File: src/rtl/control_mag_sync_pkg.sv
// Shared constants and types for the magnetron-enable controller.
// Inactive levels double as the synchronizer reset values.
package control_mag_sync_pkg;

  localparam int SYNC_STAGES_DEFAULT = 2;

  localparam logic START_INACTIVE = 1'b1;
  localparam logic STOP_INACTIVE  = 1'b1;
  localparam logic CLEAR_INACTIVE = 1'b1;
  localparam logic DOOR_OPEN      = 1'b0;
  localparam logic TIMER_IDLE     = 1'b0;

  localparam logic [0:0] ST_OFF = 1'b0;
  localparam logic [0:0] ST_ON  = 1'b1;

  typedef struct packed {
    logic startn;
    logic stopn;
    logic clearn;
    logic door_closed;
    logic timer_done;
  } mag_ctrl_t;

  // Any single clear source is enough to force the magnetron off.
  function automatic logic clear_active(mag_ctrl_t c);
    return (c.door_closed == DOOR_OPEN) | (c.stopn != STOP_INACTIVE) |
           (c.clearn != CLEAR_INACTIVE) | (c.timer_done != TIMER_IDLE);
  endfunction

endpackage

File: src/rtl/control_mag_sync_if.sv
// Control inputs and magnetron enable between keypad/door/timer and the driver.
interface control_mag_sync_if;
  logic startn;
  logic stopn;
  logic clearn;
  logic door_closed;
  logic timer_done;
  logic Q;

  modport master (
    output startn, stopn, clearn, door_closed, timer_done,
    input  Q
  );

  modport slave (
    input  startn, stopn, clearn, door_closed, timer_done,
    output Q
  );
endinterface

File: src/rtl/control_mag_sync_sync_chain.sv
// Flop chain synchronizer for one asynchronous control input.
// Reset loads the input's inactive level into every stage.
module sync_chain #(
  parameter int   STAGES    = 2,
  parameter logic RESET_VAL = 1'b0
) (
  input  logic clk,
  input  logic resetn,
  input  logic d,
  output logic q
);

  logic [STAGES-1:0] r;

  always_ff @(posedge clk) begin
    if (!resetn) begin
      r <= {STAGES{RESET_VAL}};
    end else begin
      r[0] <= d;
      for (int i = 1; i < STAGES; i++) begin
        r[i] <= r[i-1];
      end
    end
  end

  assign q = r[STAGES-1];

endmodule

File: src/rtl/control_mag_sync.sv
// Magnetron-enable set/reset bit: start sets, any clear source clears.
//   state  | meaning
//   ST_OFF | magnetron disabled (reset, door open, stop, clear, timer done)
//   ST_ON  | magnetron enabled after a start with the door closed
module control_mag_sync
  import control_mag_sync_pkg::*;
#(
  parameter int SYNC_STAGES = SYNC_STAGES_DEFAULT
) (
  input  logic                clk,
  input  logic                resetn,
  control_mag_sync_if.slave   mag
);

  logic s_startn;
  logic s_stopn;
  logic s_clearn;
  logic s_door_closed;
  logic s_timer_done;

  generate
    if (SYNC_STAGES == 0) begin : g_bypass
      assign s_startn      = mag.startn;
      assign s_stopn       = mag.stopn;
      assign s_clearn      = mag.clearn;
      assign s_door_closed = mag.door_closed;
      assign s_timer_done  = mag.timer_done;
    end else begin : g_sync
      sync_chain #(.STAGES(SYNC_STAGES), .RESET_VAL(START_INACTIVE)) u_startn (
        .clk(clk), .resetn(resetn), .d(mag.startn), .q(s_startn)
      );
      sync_chain #(.STAGES(SYNC_STAGES), .RESET_VAL(STOP_INACTIVE)) u_stopn (
        .clk(clk), .resetn(resetn), .d(mag.stopn), .q(s_stopn)
      );
      sync_chain #(.STAGES(SYNC_STAGES), .RESET_VAL(CLEAR_INACTIVE)) u_clearn (
        .clk(clk), .resetn(resetn), .d(mag.clearn), .q(s_clearn)
      );
      sync_chain #(.STAGES(SYNC_STAGES), .RESET_VAL(DOOR_OPEN)) u_door_closed (
        .clk(clk), .resetn(resetn), .d(mag.door_closed), .q(s_door_closed)
      );
      sync_chain #(.STAGES(SYNC_STAGES), .RESET_VAL(TIMER_IDLE)) u_timer_done (
        .clk(clk), .resetn(resetn), .d(mag.timer_done), .q(s_timer_done)
      );
    end
  endgenerate

  mag_ctrl_t  s_ctrl;
  logic       clr;
  logic       set;
  logic [0:0] state;

  assign s_ctrl = '{startn:      s_startn,
                    stopn:       s_stopn,
                    clearn:      s_clearn,
                    door_closed: s_door_closed,
                    timer_done:  s_timer_done};

  // Clear dominates: a held start cannot override an active clear source.
  assign clr = clear_active(s_ctrl);
  assign set = (s_ctrl.startn != START_INACTIVE) & ~clr;

  always_ff @(posedge clk) begin
    if (!resetn) begin
      state <= ST_OFF;
    end else if (clr) begin
      state <= ST_OFF;
    end else if (set) begin
      state <= ST_ON;
    end
  end

  assign mag.Q = state[0];

endmodule

File: src/flat_wrapper.sv
// flat-port wrapper written by rule: the top's interface ports become plain ports
module control_mag_sync_flat import control_mag_sync_pkg::*;
#(
  parameter int SYNC_STAGES = SYNC_STAGES_DEFAULT
)
  (clk, resetn, mag_startn, mag_stopn, mag_clearn, mag_door_closed, mag_timer_done, mag_Q);
  control_mag_sync_if mag_i ();
  input  logic clk;
  input  logic resetn;
  input wire logic [$bits(mag_i.startn)-1:0] mag_startn;
  input wire logic [$bits(mag_i.stopn)-1:0] mag_stopn;
  input wire logic [$bits(mag_i.clearn)-1:0] mag_clearn;
  input wire logic [$bits(mag_i.door_closed)-1:0] mag_door_closed;
  input wire logic [$bits(mag_i.timer_done)-1:0] mag_timer_done;
  output wire logic [$bits(mag_i.Q)-1:0] mag_Q;
  assign mag_i.startn = mag_startn;
  assign mag_i.stopn = mag_stopn;
  assign mag_i.clearn = mag_clearn;
  assign mag_i.door_closed = mag_door_closed;
  assign mag_i.timer_done = mag_timer_done;
  assign mag_Q = mag_i.Q;
  control_mag_sync #(.SYNC_STAGES(SYNC_STAGES)) u_core (.clk(clk), .resetn(resetn), .mag(mag_i));
endmodule
File: config.mk
export PLATFORM = sky130hd
export DESIGN_NAME = control_mag_sync_flat
export DESIGN_NICKNAME = d
export VERILOG_FILES = /design/src/rtl/control_mag_sync_pkg.sv /design/src/rtl/control_mag_sync_if.sv /design/src/rtl/control_mag_sync_sync_chain.sv /design/src/rtl/control_mag_sync.sv /design/src/flat_wrapper.sv
export SDC_FILE = /design/constraint.sdc
export NUM_CORES = 1
export LEC_CHECK = 0
export CAP_MARGIN = 5
export CORE_AREA = 2 2 39 41
export CTS_CLUSTER_SIZE = 12
export DETAILED_ROUTE_END_ITERATION = 16
export DIE_AREA = 0 0 41 43
export PLACE_DENSITY_LB_ADDON = 0.25
export SYNTH_ARGS = -nofsm -noshare
export SYNTH_HDL_FRONTEND = slang
export SYNTH_SLANG_ARGS = --single-unit
File: constraint.sdc
create_clock -name clk -period 0.8 [get_ports clk]
set_input_delay 0.16 -clock clk [delete_from_list [all_inputs] [get_ports clk]]
set_output_delay 0.16 -clock clk [all_outputs]
set_load 0.01 [all_outputs]
==> summary.md, run 1 <==
| Metric | Value |
|---|---|
| Status | complete, but fails checks |
| Failing checks | negative setup slack |
| # H-tree levels | 1 |
| Slew Limit Fails | 0 |
| Reg clk slew, reported paths | 0.07 ns |
| Post-CTS Setup Repair Bufs | 0 |
| Core area | between 0.001 and 0.0015 mm2 |
| Min setup slack post-route | -0.0567 ns |
| Area Growth Syn to Fin | 37.5% |
| Max_slew headroom | 0.877 |
| Syn Inst Count | 25 |
| Critical path data arrival time | roughly 0.70 ns |
| Final setup fails | 1 |
| Cell area after synthesis | approximately 320 um2 |
| CP Capture Type | output pin |
| Synth area leader | dfxtp_1 |
| Max clock buf depth | 2 |
| Antenna diodes | 0 |
| Gr usage total | 0.0558 |
| Seq/Total Area, Yosys | 0.680 |
| Die area | roughly 0.0018 mm2 |
| Critical-path cell list | buf_6 |
| Worst EP required | roughly 0.64 ns |
| TritonCTS buffer count | 3 |
| Post-DRT Antenna Nets | 0 |
| First-pass GRT wire length | between 500 and 600 um |
| Reg area | 221 um2 |
| CP Class | flop to output pin |
| Initial antenna violation count | 0 |
| Maxcap violations | 0 |
| DR pass1 iterations | 1 |
| RSZ-0062 raised after global routing | yes |
| Post-Syn Nets | 32 |
| Worst-Margin Slew | about 0.18 ns |
| Final Power | about 1.0 mW |
| Share of the synthesized area in the top cell type | 0.680 |
| Via/cell ratio | 3.51 |
| Die H | roughly 43 um |
| Initial DRC count | 0 |
| Post-Syn Area per Cell | around 13 um2 |
| Max VDD drop | around 0.0008 V |
| Top cells by area, synth | dfxtp_1 (68%), nand2b_1 (9.7%), and2_1 (7.7%) |
| CP Launch Type | flop |
| Final Hold Fails | 0 |
| Overflow after GRT | 0 |
| Yosys reg bits | 11 |
| Total Wirelength | around 360 um |
| Routed WL per cell | slightly below 7 um |
| IO Port Bufs | 7 |
| Die W | ~40 um |
| CTS tree | built |
| Multi-input logic area | just over 90 um2 |
| CP max stage cell | dfxtp_2 |
| Vias in the first global route | 140 |
| Worst min path class | input port to flop |
| Cell family with most CP delay | flip-flops |
| CP Buf/Inv Count | 1 |
| Fmax achieved | around 1200 MHz |
| Post-synth cell types | 8 |
| Post-Layout Cell Count | between 50 and 60 |
| Total number of vias | 186 |
| Placed cells | 49 |
| Drt drc | 0 |
| Largest net degree at the start of global routing | 7 |
| Initial core utilization | 0.234 |
| DPL Wire Length | roughly 270 um |
| Sink Count | 11 |
| CP max stage delay | roughly 0.32 ns |
| Synth warn | 0 |
| Placer congestion estimate | between 0.5 and 0.6 |
| Crit Path Max Fanout | 2 |
| Share of layout cells above drive strength 1 | 0.243 |
| Ports | 8 |
| Clk_lat worst skew | roughly 0.26 ns |
| Crit share post-route | 1.07 |
| Row count | 14 |
| Clock skew | around 0.0057 ns |
| Fillers | 143 |
| Root Buffer | clkbuf_4 |
| PwrDens | 2250 mW/mm2 |
| Min Tclk post-route | around 0.86 ns |
| Lkg Pwr | 0.177 nW |
| Cts-stage hold buffer count | 0 |
| Nets | 45 |
## placed cells by master, fill, tap and decap left out
cell,Yosys,routed
and2_1,4,4
dfxtp_1,11,10
nor3_2,1,1
dlygate4sd2_1,0,1
clkbuf_4,0,3
dfxtp_2,0,1
buf_6,1,1
clkdlybuf4s50_1,0,5
nand2b_1,5,5
nor2b_1,1,1
or2b_1,1,1
nand4_2,1,1
clkbuf_1,0,1
buf_4,0,2
## synthesized netlist by cell type (all sizes together)
library cell and n:
buf 1, nor2b 1, nand2b 5, and2 4, or2b 1, nor3 1
nand4 1, dfxtp 11
## final timing paths
kind / slack, ns / start / cells after the start / to
worst max-delay path: -0.06 / u_core.mag.Q$_SDFFE_PP0P_ / 1 / mag_Q
worst min-delay path: 0.34 / resetn / 3 / u_core.mag.Q$_SDFFE_PP0P_
worst max register to register: 0.18 / u_core.g_sync.u_startn.r[1]$_SDFF_PN1_ / 2 / u_core.mag.Q$_SDFFE_PP0P_
worst min register to register: 0.39 / u_core.g_sync.u_timer_done.r[1]$_SDFF_PN0_ / 1 / u_core.mag.Q$_SDFFE_PP0P_
## worst reg2reg max path, cell delays in order (launching register included)
cell and delay, ns:
dfxtp_1 0.31, nor2b_1 0.16, nor3_2 0.06
## kinds of logic (layout without fill, tap and decap cells)
| kind of cell | Yosys count | after routing | synth area share |
|---|---|---|---|
| AND/OR/NAND/NOR | 13 | 13 | 0.286 |
| flip-flops | 11 | 11 | 0.680 |
| buffers and inverters | 1 | 13 | 0.0347 |
## power breakdown
part	total, mW	switching [mW]	internal (mW)	leakage [nW]
Clock	0.366	0.173	0.193	0.0150
Sequential	0.577	0.00567	0.571	0.0915
Combinational	0.0593	0.0157	0.0436	0.0702
Total	1.00	0.194	0.807	0.177
## state kept, by name (all words and copies together) (netlist names)
register / flops
u_core.mag.Q: 1
u_core.g_sync.u_door_closed.r: 2
u_core.g_sync.u_stopn.r: 2
u_core.g_sync.u_clearn.r: 2
u_core.g_sync.u_startn.r: 2
u_core.g_sync.u_timer_done.r: 2
## layer usage
layer	global-route usage	vias up	routed length [um]
li1	-	103	-
met1	0.0664	76	162
met2	0.0531	7	166
met3	0.0314	0	35
met4	0.0800	0	0
met5	0	-	0
## stage by stage
stage,setup slack (ns),area (um2),hold WS [ns],util,TNS (ns)
6_report,-0.0567,445,0.341,0.322,-0.0567
5_1_grt,-0.0863,445,0.354,0.322,-0.0863
4_1_cts,-0.0649,445,0.346,0.322,-0.0649
3_5_place_dp,-0.313,418,0.394,0.302,-3.12
3_3_place_gp,-0.301,418,0.393,0.302,-3.02
2_1_floorplan,0.185,324,0.261,-,0
## cell type report
class | instances | share of cell area
tap | 16 | 0.0449
clock buffer | 4 | 0.0590
timing repair buffer | 9 | 0.191
sequential | 11 | 0.497
multi-input combinational | 13 | 0.208
## repair_timing
item | in CTS | in global routing
gates cloned | 0 | 0
endpoints found under the setup margin | 5 | 1
resized for setup | 7 | 0
hold endpoints to repair | 0 | 0
(Power assumes the default switching activity.)
==> run 2: changes to the inputs <==
GPL_TIMING_DRIVEN = 0   (was default)
==> run 2 against run 1 <==
Effect of this change:
- routed wire length grew 3.8%
- the run still ends with negative setup slack left
- largest cell class unchanged
- design area fell by 0.84%
- worst setup slack improved by 0.0010 ns
- largest power group unchanged
- core utilization down 0.27 points
- sequential power is essentially flat
- critical path depth unchanged
- fmax grew 0.12%
- die area did not move
- hold slack got worse by 0.020 ns
==> summary.md, run 2 (same netlist as run 1, synthesis figures left out) <==
| Metric | Value |
|---|---|
| Antenna diodes | 0 (unchanged) |
| Die area | 0.00176 mm2 (unchanged) |
| Area Growth Syn to Fin | 36.3% (was 37.5%) |
| Initial antenna violation count | 0 (unchanged) |
| Min setup slack post-route | -0.0557 ns (was -0.0567 ns) |
| Most frequent cells in the layout | dfxtp_1 (10), nand2b_1 (5), clkdlybuf4s50_1 (5) (unchanged) |
| Die H | 43 um (unchanged) |
| Final Power | 989 uW (was 1.00 mW) |
| Failing checks | negative setup slack (unchanged) |
| Ports | 8 (unchanged) |
| PwrDens | 2240 mW/mm2 (was 2250 mW/mm2) |
| Slew Limit Fails | 0 (unchanged) |
| Clk_lat worst skew | 0.26 ns (about the same) |
| TritonCTS buffer count | 3 (unchanged) |
| Clock skew | 0.00526 ns (was 0.00565 ns) |
| First-pass GRT wire length | 696 um (was 558 um) |
| Critical path data arrival time | 0.70 ns (about the same) |
| IO Port Bufs | 7 (unchanged) |
| CP Launch Type | flop (unchanged) |
| CP Buf/Inv Count | 1 (unchanged) |
| Fmax achieved | 1170 MHz (about the same) |
| Sink Count | 11 (unchanged) |
| Placed cells | 48 (was 49) |
| Worst slack, placed | -0.273 ns (was -0.313 ns) |
| Reg-to-Reg End | u_core.mag.Q$_SDFFE_PP0P_ (unchanged) |
| Number of cells on the worst reg-to-reg path | 2 (unchanged) |
| Hold_ws | 0.321 ns (was 0.341 ns) |
| Gr usage total | 0.0698 (was 0.0558) |
| Min Tclk post-route | 0.856 ns (was 0.857 ns) |
| Post-Layout Cell Count | 52 (was 53) |
| Vias in the first global route | 202 (was 140) |
| Final setup fails | 1 (unchanged) |
| Cts-stage hold buffer count | 0 (unchanged) |
| Min-delay src | resetn (unchanged) |
| Root Buffer | clkbuf_4 (unchanged) |
| Hold path cells | 2 (was 3) |
| Total number of vias | 196 (was 186) |
| Most common cell after layout, fill and taps aside | dfxtp_1 (unchanged) |
| Final core occ | 0.319 (was 0.322) |
| Final Hold Fails | 0 (unchanged) |
| Drt drc | 0 (unchanged) |
| Reg clk slew, reported paths | 0.06 ns (was 0.07 ns) |
| RSZ-0062 raised after global routing | yes (unchanged) |
| Placer congestion estimate | 0.598 (was 0.599) |
| Max clock buf depth | 2 (unchanged) |
| Overflow after GRT | 0 (unchanged) |
| Status | complete, but fails checks (unchanged) |
| Maxcap violations | 0 (unchanged) |
| CP Class | flop to output pin (unchanged) |
| Worst min path class | input port to flop (unchanged) |
| Crit Path Max Fanout | 2 (unchanged) |
| Cell family with most CP delay | flip-flops (unchanged) |
| Hold Crit Endpoint | u_core.g_sync.u_startn.r[1]$_SDFF_PN1_ (was u_core.mag.Q$_SDFFE_PP0P_) |
| CP max stage cell | dfxtp_2 (unchanged) |
| CP Capture Type | output pin (unchanged) |
| Worst-Margin Slew | 0.123 ns (was 0.185 ns) |
| CTS tree | built (unchanged) |
| Nets | 44 (was 45) |
| Total Wirelength | 378 um (was 364 um) |
| Routed WL per cell | 7.27 um (was 6.87 um) |
| Crit share post-route | 1.07 (about the same) |
| FF-to-FF Start | u_core.g_sync.u_startn.r[1]$_SDFF_PN1_ (unchanged) |
| # H-tree levels | 1 (unchanged) |
| Max VDD drop | 0.000764 V (was 0.000782 V) |
| Initial DRC count | 1 (was 0) |
| Largest net degree at the start of global routing | 11 (was 7) |
| CP max stage delay | 0.32 ns (about the same) |
| Initial core utilization | 0.234 (unchanged) |
| R2R setup slack | 0.18 ns (about the same) |
| Worst EP required | 0.64 ns (about the same) |
| Share of layout cells above drive strength 1 | 0.222 (was 0.243) |
| Max_slew headroom | 0.918 (was 0.877) |
| Critical-path cell list | buf_6 (unchanged) |
| DR pass1 iterations | 2 (was 1) |
| Post-DRT Antenna Nets | 0 (unchanged) |
| Core area | 0.00138 mm2 (unchanged) |
| Row count | 14 (unchanged) |
| Lkg Pwr | 0.173 nW (was 0.177 nW) |
| Via/cell ratio | 3.77 (was 3.51) |
| Die W | 41 um (unchanged) |
run 2: how the worst max path moves through the flow:
stage / slack (ns) / end / cells after the start / startpoint
after global routing: -0.09 / mag_Q / 1 / u_core.mag.Q$_SDFFE_PP0P_
after floorplan: 0.18 / u_core.mag.Q$_SDFFE_PP0P_ / 2 / u_core.mag.Q$_SDFFE_PP0P_
final: -0.06 / mag_Q / 1 / u_core.mag.Q$_SDFFE_PP0P_
after CTS: -0.07 / mag_Q / 1 / u_core.mag.Q$_SDFFE_PP0P_
after detailed placement: -0.27 / u_core.mag.Q$_SDFFE_PP0P_ / 4 / resetn
after global placement: -0.24 / u_core.mag.Q$_SDFFE_PP0P_ / 4 / resetn
run 2: cell type report:
| class | instances | area, um2 |
|---|---|---|
| tap | 16 | 20.0 |
| sequential | 11 | 221 |
| multi-input combinational | 13 | 92.6 |
| buffer | 1 | 11.3 |
| clock buffer | 4 | 26.3 |
| timing repair buffer | 7 | 70.1 |
| fill | 148 | 942 |
run 2: repair_timing:
action | 4_1_cts | 5_1_grt
setup endpoints to repair | 1 | 1
gates resized for setup | 7 | 0
setup buffers | 0 | 0
run 2: stage by stage:
stage	area [um2]	TNS (ns)
after floorplan	324	0
after global placement	414	-2.11
after detailed placement	414	-2.34
after CTS	442	-0.0661
after global routing	442	-0.0884
final	442	-0.0557
run 2: where the power goes:
part	internal (mW)	switching, mW	total, mW
clock network	0.192	0.162	0.354
logic	0.0423	0.0158	0.0581
registers	0.571	0.00569	0.577
total	0.806	0.183	0.989
run 2: routing by layer:
metal	global-route usage	up-vias	part of all wire
met4	0.100	0	0.042
met1	0.0526	84	0.34
met3	0.0471	4	0.12
met2	0.0906	9	0.50
met5	0	-	0
li1	-	99	-
